--- src/rtl/decoding_unit_if.sv ---
// Decode-stage bundle: instruction/flags from fetch+ALU, registered decode fields to execute.
// master drives instruction and flags; slave (the decoder) drives the decoded outputs.
interface decoding_unit_if;
  logic [15:0] instruction;
  logic        instr_valid;
  logic        zero;
  logic        neg;
  logic        ovf;

  logic [1:0]  cond;
  logic [3:0]  opcode;
  logic [2:0]  dest_reg;
  logic [2:0]  source_reg1;
  logic [2:0]  source_reg2;
  logic [6:0]  load_shift;
  logic        condition_code_success;
  logic        decode_valid;

  modport master (
    output instruction, instr_valid, zero, neg, ovf,
    input  cond, opcode, dest_reg, source_reg1, source_reg2, load_shift,
           condition_code_success, decode_valid
  );

  modport slave (
    input  instruction, instr_valid, zero, neg, ovf,
    output cond, opcode, dest_reg, source_reg1, source_reg2, load_shift,
           condition_code_success, decode_valid
  );
endinterface

--- src/rtl/decoding_unit.sv ---
// Instruction decode: field slicing plus condition-code check, registered for execute.
// Latency 1 cycle, one instruction per cycle; no backpressure, outputs hold when instr_valid=0.
module decoding_unit (
  input  logic           clk,
  input  logic           rst,
  decoding_unit_if.slave dec
);

  typedef struct packed {
    logic [1:0] cond;
    logic [3:0] opcode;
    logic [2:0] dest_reg;
    logic [2:0] source_reg1;
    logic [2:0] source_reg2;
    logic [6:0] load_shift;
  } fields_t;

  fields_t fields_d;
  fields_t fields_q;
  logic    success_d;
  logic    success_q;
  logic    valid_q;

  // Pure slice; load_shift deliberately overlaps both source fields and bit 0.
  always_comb begin
    fields_d.cond        = dec.instruction[15:14];
    fields_d.opcode      = dec.instruction[13:10];
    fields_d.dest_reg    = dec.instruction[9:7];
    fields_d.source_reg1 = dec.instruction[6:4];
    fields_d.source_reg2 = dec.instruction[3:1];
    fields_d.load_shift  = dec.instruction[6:0];
  end

  // Mux on cond only, so an unselected (possibly X) flag never reaches success.
  always_comb begin
    success_d = 1'b0;
    case (dec.instruction[15:14])
      2'b00:   success_d = 1'b1;
      2'b01:   success_d = dec.zero;
      2'b10:   success_d = dec.neg;
      2'b11:   success_d = dec.ovf;
      default: success_d = 1'b0;
    endcase
  end

  always_ff @(posedge clk or negedge rst) begin
    if (!rst) begin
      fields_q  <= '0;
      success_q <= 1'b0;
      valid_q   <= 1'b0;
    end else begin
      valid_q <= dec.instr_valid;
      if (dec.instr_valid) begin
        fields_q  <= fields_d;
        success_q <= success_d;
      end
    end
  end

  assign dec.cond                   = fields_q.cond;
  assign dec.opcode                 = fields_q.opcode;
  assign dec.dest_reg               = fields_q.dest_reg;
  assign dec.source_reg1            = fields_q.source_reg1;
  assign dec.source_reg2            = fields_q.source_reg2;
  assign dec.load_shift             = fields_q.load_shift;
  assign dec.condition_code_success = success_q;
  assign dec.decode_valid           = valid_q;

endmodule

--- src/flat_wrapper.sv ---
// flat-port wrapper written by rule: the top's interface ports become plain ports
module decoding_unit_flat 
  (clk, rst, dec_instruction, dec_instr_valid, dec_zero, dec_neg, dec_ovf, dec_cond, dec_opcode, dec_dest_reg, dec_source_reg1, dec_source_reg2, dec_load_shift, dec_condition_code_success, dec_decode_valid);
  decoding_unit_if dec_i ();
  input  logic clk;
  input  logic rst;
  input wire logic [$bits(dec_i.instruction)-1:0] dec_instruction;
  input wire logic [$bits(dec_i.instr_valid)-1:0] dec_instr_valid;
  input wire logic [$bits(dec_i.zero)-1:0] dec_zero;
  input wire logic [$bits(dec_i.neg)-1:0] dec_neg;
  input wire logic [$bits(dec_i.ovf)-1:0] dec_ovf;
  output wire logic [$bits(dec_i.cond)-1:0] dec_cond;
  output wire logic [$bits(dec_i.opcode)-1:0] dec_opcode;
  output wire logic [$bits(dec_i.dest_reg)-1:0] dec_dest_reg;
  output wire logic [$bits(dec_i.source_reg1)-1:0] dec_source_reg1;
  output wire logic [$bits(dec_i.source_reg2)-1:0] dec_source_reg2;
  output wire logic [$bits(dec_i.load_shift)-1:0] dec_load_shift;
  output wire logic [$bits(dec_i.condition_code_success)-1:0] dec_condition_code_success;
  output wire logic [$bits(dec_i.decode_valid)-1:0] dec_decode_valid;
  assign dec_i.instruction = dec_instruction;
  assign dec_i.instr_valid = dec_instr_valid;
  assign dec_i.zero = dec_zero;
  assign dec_i.neg = dec_neg;
  assign dec_i.ovf = dec_ovf;
  assign dec_cond = dec_i.cond;
  assign dec_opcode = dec_i.opcode;
  assign dec_dest_reg = dec_i.dest_reg;
  assign dec_source_reg1 = dec_i.source_reg1;
  assign dec_source_reg2 = dec_i.source_reg2;
  assign dec_load_shift = dec_i.load_shift;
  assign dec_condition_code_success = dec_i.condition_code_success;
  assign dec_decode_valid = dec_i.decode_valid;
  decoding_unit u_core (.clk(clk), .rst(rst), .dec(dec_i));
endmodule
--- config.mk ---
export PLATFORM = sky130hd
export DESIGN_NAME = decoding_unit_flat
export DESIGN_NICKNAME = d
export VERILOG_FILES = /design/src/rtl/decoding_unit_if.sv /design/src/rtl/decoding_unit.sv /design/src/flat_wrapper.sv
export SDC_FILE = /design/constraint.sdc
export NUM_CORES = 1
export LEC_CHECK = 0
export BUFFER_PORTS_ARGS = -buffer_cell sky130_fd_sc_hd__buf_2
export CORE_MARGIN = 4
export CORE_UTILIZATION = 44
export DETAILED_ROUTE_END_ITERATION = 6
export GPL_TIMING_DRIVEN = 1
export PLACE_DENSITY = 0.83
export SLEW_MARGIN = 20
export SYNTH_ARGS = -nofsm -noshare
export SYNTH_HDL_FRONTEND = slang
export SYNTH_SLANG_ARGS = --single-unit
--- constraint.sdc ---
create_clock -name clk -period 1.5 [get_ports clk]
set_clock_uncertainty 0.05 [all_clocks]
set_input_delay 0.15 -clock clk [delete_from_list [all_inputs] [get_ports clk]]
set_output_delay 0.15 -clock clk [all_outputs]
set_load 0.01 [all_outputs]
# Word level (Yosys, flattened, before mapping)
# Index checks and enable logic that the tools add are counted.
# Widths: inputs -> output; s select.
word_totals:
  input_bits: 22
  elab_cells: 13
  register_bits: 24
  output_inout_bits: 24
op_classes:
  eq_ne: 3
  muxes: 1
  reduce_logical: 1
ops:
  columns: ["cell", "count"]
  rows:
  - ["$eq 2x2->1 const B", 2]
  - ["$pmux 1 s4", 1]
  - ["$eq 2x1->1 const B", 1]
  - ["$logic_not 2->1", 1]

# Logic depth before layout (Yosys ltp)
# Gate-level depths: netlist (run 1).
logic_depth:
  ltp_word: 2
  mapped_depth: 3
  ltp_nobuf: 2

# Least setup slack after synthesis (run 1)
# Ideal clock, no wire load.
synth_timing:
  kind: "input to register"
  from: "input dec_instr_valid"
  to: "register u_core.fields_q, in the netlist u_core.dec.dest_reg[0]"
  t_required_ps: 1325
  path_slack_ps: 635
  t_arrival_ps: 690
  path_stages: 3
  cell_sequence: "buf_6 buf_12 mux2_4"
synth_rtl:
  columns: ["item", "line", "source"]
  rows:
  - ["start, declared", "flat_wrapper.sv:8", "input wire logic [$bits(dec_i.instr_valid)-1:0] dec_instr_valid;"]
  - ["end signal, assigned", "decoding_unit.sv:54", "fields_q <= fields_d;"]
  - ["end, declared", "decoding_unit.sv:19", "fields_t fields_q;"]
# No word-level cell between the ends.

# Worst setup path in the final report (run 1)
layout_timing:
  from: "register u_core.fields_q, in the netlist u_core.dec.load_shift[5]"
  to: "output dec_load_shift[5]"
layout_rtl:
  columns: ["item", "line", "source"]
  rows:
  - ["end, declared", "flat_wrapper.sv:17", "output wire logic [$bits(dec_i.load_shift)-1:0] dec_load_shift;"]
# No word-level cell between the ends.

==> run metrics, run 1 <==
Critical Path Source=u_core.dec.load_shift[5]$_DFFE_PN0P_; Worst IR Drop VDD=about 730 uV; Worst EP arrival=between 0.8 and 0.9 ns; final worst path period share=between 60% and 70%; max reg flops=7; DP HPWL=1099 um; Placer Congestion=0.6357; Worst-Skew Late Latency=0.28 ns; Hold Violations, Final=0; synthesized area=just under 800 um2; Static Leak=approximately 0.52 nW; Die Span Y=49.89 um; setup_tns=0 ns; DRT antenna net count=0; clock buffer depth=2; Slew Viols, Final=0; Buf+Inv Stages, Crit Path=1; commonest cells after routing, fill and taps aside=buf_2, dfrtp_1, mux2_4, mux2_2, clkbuf_4; postcts setup bufs=0; layout overhead on the synthesized area=27.88%; clock share of power=about a quarter; Slew HR=between 60% and 70%; Filler cells=~130; Hold Path Sink=u_core.dec.load_shift[3]$_DFFE_PN0P_; pre-CTS WS=0.3750 ns; DR vias/cell=4.790; commonest non-fill, non-tap cell in the layout=buf_2; initial antenna violation count=0; hold path depth=2; diodes inserted=0; vias in the first global route=~530; Mean Syn Cell Area=around 16 um2; Fmax achieved=0.9806 GHz; routed wire length=around 1400 um; Initial Util=slightly below 50%; Sw Pwr=0.2520 mW; PnR worst setup slack=0.4802 ns; Overall Global Routing Usage=12.48%; post-route cell area=987.2 um2; Core ar.=~1600 um2; sequential-to-total area share from yosys stat=58.35%; pwr dens=~1100 nW/um2; RSZ-0062 raised after global routing=no; global route total overflow=0; critical path fanouts, max=3; Synth Instances=between 40 and 50; CTS tree=built; CTS Sinks=18; Setup violations, final=0; port bufs=45; Reg2Reg Depth=1; share of cells above drive strength 1=roughly three quarters; largest net degree at the start of global routing=21; Final min period=about 1.0 ns; Worst Tran Pin Value=0.4647 ns; MaxCap Viol Count=0; slowest stage delay, CP=around 0.40 ns; reg-to-reg endpoint=u_core.dec.load_shift[0]$_DFFE_PN0P_; Hold Startpoint=dec_instruction[3]; Iteration-0 DRC Markers=2; dpl cell area=940.9 um2; flops & latches, synth=18; DRC viols=0; Logic pwr share=20.4%; critical path type=flip-flop to primary output; DR WL/cell=~13 um; critical path's slowest cell=dfrtp_1; 1st-pass router iterations=3; FF-to-FF Start=u_core.dec.load_shift[0]$_DFFE_PN0P_; Syn Nets=roughly 70; vias post-DR=approximately 500; Reg2Reg Setup Slack=roughly 0.68 ns; crit path capture type=primary output; Min-Delay Path Class=input port to flip-flop; num rows=14; Sw Share=about a quarter; total I/O pin count=between 40 and 50; Yosys cell types=11; status=finished clean; nets@finish=112; cell family with most CP delay=flip-flops; CP startpoint kind=flip-flop; H-tree depth=1; CP cell instances=buf_2; Yosys warning count=0; cts repair resizes=0; Inserted Clock Buffers=3; CP required=around 1.3 ns; Int Pwr=about 0.80 mW; sequential power share=~53%; Die W=49.89 um; first-pass GRT wire length=about 2300 um; Clock Tree Root=clkbuf_4; clock-pin transition on the worst setup and hold timing paths=~0.090 ns; die area=~2500 um2
[through the flow]
stage	total power [mW]	utilization, %	cells	hold WS, ns
floorplan	0.7041	-	47	-0.1956
global placement	0.7772	59.68	100	0.04445
detailed placement	0.7839	59.68	100	0.04072
CTS	1.069	62.62	105	0.03424
global route	1.112	62.62	105	0.02905
finish	1.050	62.62	105	0.04714
[how the worst max path moves through the flow]
| stage | end | slack, ns | cells after the start |
|---|---|---|---|
| 2_1_floorplan | u_core.dec.dest_reg[0]$_DFFE_PN0P_ | 0.63 | 3 |
| 3_3_place_gp | u_core.dec.opcode[3]$_DFFE_PN0P_ | 0.41 | 2 |
| 3_5_place_dp | u_core.dec.opcode[3]$_DFFE_PN0P_ | 0.38 | 2 |
| 4_1_cts | dec_load_shift[0] | 0.46 | 1 |
| 5_1_grt | dec_load_shift[0] | 0.42 | 1 |
| 6_report | dec_load_shift[5] | 0.48 | 1 |
[synth_stat cells (all sizes together)]
cell type / count / share of area [%]
dfrtp: 18 / 58
mux2: 16 / 27
buf: 8 / 9.9
inv: 1 / 0.49
nand2: 1 / 0.49
nand4bb: 1 / 1.5
o21ai: 1 / 0.65
o221a: 1 / 1.5
[kinds of logic after synthesis]
kind of cell | synth area share (%)
flip-flops | 58.35
buffers and inverters | 10.37
AND/OR/NAND/NOR | 1.944
AO/OA/AOI/OAI | 2.106
multiplexers | 27.23
[power by group through the flow]
stage	logic, mW	clock network (mW)	registers [mW]
6_report	0.214	0.278	0.558
5_1_grt	0.234	0.314	0.565
4_1_cts	0.219	0.292	0.558
3_5_place_dp	0.216	0	0.568
3_3_place_gp	0.212	0	0.565
2_1_floorplan	0.113	0	0.591
[cell type report]
class	instances	area, um2	area share, %
clock buffers	4	36.28	3.676
repair buffers	46	235.2	23.83
flip-flops and latches	18	450.4	45.63
well taps	16	20.02	2.028
multi-input cells	20	241.5	24.46
inverters	1	3.754	0.3802
[layer usage]
| metal | share of wire (%) | track usage [%] | up-vias |
|---|---|---|---|
| met3 | 9.9 | 5.120 | 2 |
| met2 | 46 | 20.26 | 27 |
| met1 | 42 | 13.71 | 231 |
| met5 | 0 | 0 | - |
| li1 | - | - | 243 |
| met4 | 2.1 | 6.912 | 0 |
[repair_timing]
action                                 in CTS  in global routing
hold buffers                                1                  0
endpoints found under the hold margin      18                  0
setup endpoints to repair                   0                  0
Note: power is estimated with default switching activity, not from simulation.
==> run 2, diff against run 1 <==
Settings changed: CORE_UTILIZATION 44 to 41, PLACE_DENSITY 0.83 to 0.78.
Clock period 1.5 ns to 1.1 ns, I/O delays scaled along.
==> run metrics, run 2 (synthesis results as in run 1) <==
status=finished clean; CP cell instances=buf_2; DRT antenna net count=0; Worst IR Drop VDD=roughly 780 uV; Setup violations, final=0; CP startpoint kind=flip-flop; 1st-pass router iterations=1; CP required=about 0.94 ns; post-route cell area=1099 um2; port bufs=45; Buf+Inv Stages, Crit Path=1; Final Util=62.27%; Worst-Skew Late Latency=roughly 0.28 ns; num rows=15; global route total overflow=0; initial antenna violation count=0; area occupied by multi-input gates=roughly 240 um2; vias in the first global route=around 590; CTS tree=built; Worst EP arrival=~0.85 ns; Min Hold Slack=about 0.0097 ns; largest net degree at the start of global routing=21; Final min period=between 1 and 1.5 ns; nets@finish=around 120; vias post-DR=541; clock buffer depth=2; H-tree depth=1; Worst Tran Pin Value=~0.47 ns; dpl cell area=around 950 um2; CTS Sinks=18; Static Leak=0.5641 nW; critical path type=flip-flop to primary output; routed wire length=between 1500 and 2000 um; Core ar.=about 1800 um2; Hold Path Sink=u_core.dec.load_shift[5]$_DFFE_PN0P_; Reg2Reg Depth=1; clock-pin transition on the worst setup and hold timing paths=approximately 0.10 ns; max reg flops=7; Filler cells=approximately 160; DR vias/cell=4.363; crit path capture type=primary output; critical path's slowest cell=dfrtp_1; die area=between 2000 and 3000 um2; MaxCap Viol Count=0; total I/O pin count=46; Slew HR=68.61%; diodes inserted=0; register area=450.4 um2; final worst path period share=approximately 90%; pwr dens=between 1000 and 1500 nW/um2; setup_tns=0 ns; RSZ-0062 raised after global routing=no; postcts setup bufs=0; Clock Tree Root=clkbuf_4; Placer Congestion=about 0.64; Min-Delay Path Class=input port to flip-flop; Die W=51.39 um; Die Span Y=51.39 um; CP Depth=1; Reg2Reg Setup Slack=between 0.2 and 0.25 ns; DR WL/cell=approximately 13 um; share of cells above drive strength 1=66.67%; layout overhead on the synthesized area=42.30%; cell family with most CP delay=flip-flops; Inserted Clock Buffers=3; Hold Violations, Final=0; critical path fanouts, max=2; DRC viols=0; commonest cells after routing, fill and taps aside=buf_2, dfrtp_1, dlygate4sd3_1; commonest non-fill, non-tap cell in the layout=buf_2; Iteration-0 DRC Markers=0; hold path depth=2; first-pass GRT wire length=2677 um; FF-to-FF Start=u_core.dec.dest_reg[1]$_DFFE_PN0P_; slowest stage delay, CP=roughly 0.42 ns; Initial Util=about 44%; reg-to-reg endpoint=u_core.dec.dest_reg[1]$_DFFE_PN0P_; Hold Startpoint=dec_instruction[5]; Overall Global Routing Usage=around 14%; Fmax achieved=a little under 1 GHz; Slew Viols, Final=0
[run 2: per-layer routing]
metal  vias up  track usage [%]  part of all wire, %
li1        262                -                    -
met1       248            17.47                   38
met2        27            23.52                   53
met3         4            2.332                  6.6
met4         0            6.114                  2.1
met5         -                0                    0
[run 2: what timing repair did]
item,CTS,global route
setup endpoints to repair,0,0
gates resized for setup,0,0
hold endpoints to repair,28,0
hold buffers,11,0
[run 2: final cells by class]
class / instances / area share [%]
Inverter: 1 / 0.3417
Sequential cell: 18 / 41.00
Tap cell: 25 / 2.847
Multi-Input combinational cell: 20 / 21.98
Timing Repair Buffer: 56 / 30.52
Clock buffer: 4 / 3.303
[run 2: report_power, final]
group	leakage, nW	switching, mW	internal [mW]	total, mW
registers	0.210	0.0367	0.726	0.762
clock network	0.0210	0.195	0.201	0.396
logic	0.333	0.138	0.184	0.323
[run 2: worst max path at each step]
stage | start | endpoint | slack, ns
floorplan | u_core.dec.load_shift[1]$_DFFE_PN0P_ | u_core.dec.load_shift[1]$_DFFE_PN0P_ | 0.26
global placement | dec_instr_valid | u_core.dec.opcode[3]$_DFFE_PN0P_ | 0.05
detailed placement | dec_instr_valid | u_core.dec.condition_code_success$_DFFE_PN0P_ | 0.02
CTS | u_core.dec.dest_reg[1]$_DFFE_PN0P_ | dec_dest_reg[1] | 0.08
global route | u_core.dec.dest_reg[1]$_DFFE_PN0P_ | dec_dest_reg[1] | 0.03
finish | u_core.dec.dest_reg[1]$_DFFE_PN0P_ | dec_dest_reg[1] | 0.09
[run 2: through the flow]
step	setup WS, ns	total power [mW]	cells
after global placement	0.04843	1.061	109
after detailed placement	0.02201	1.071	109
final	0.08681	1.481	124
after floorplan	0.2581	0.9601	47
after CTS	0.08129	1.500	124
after global routing	0.03430	1.575	124
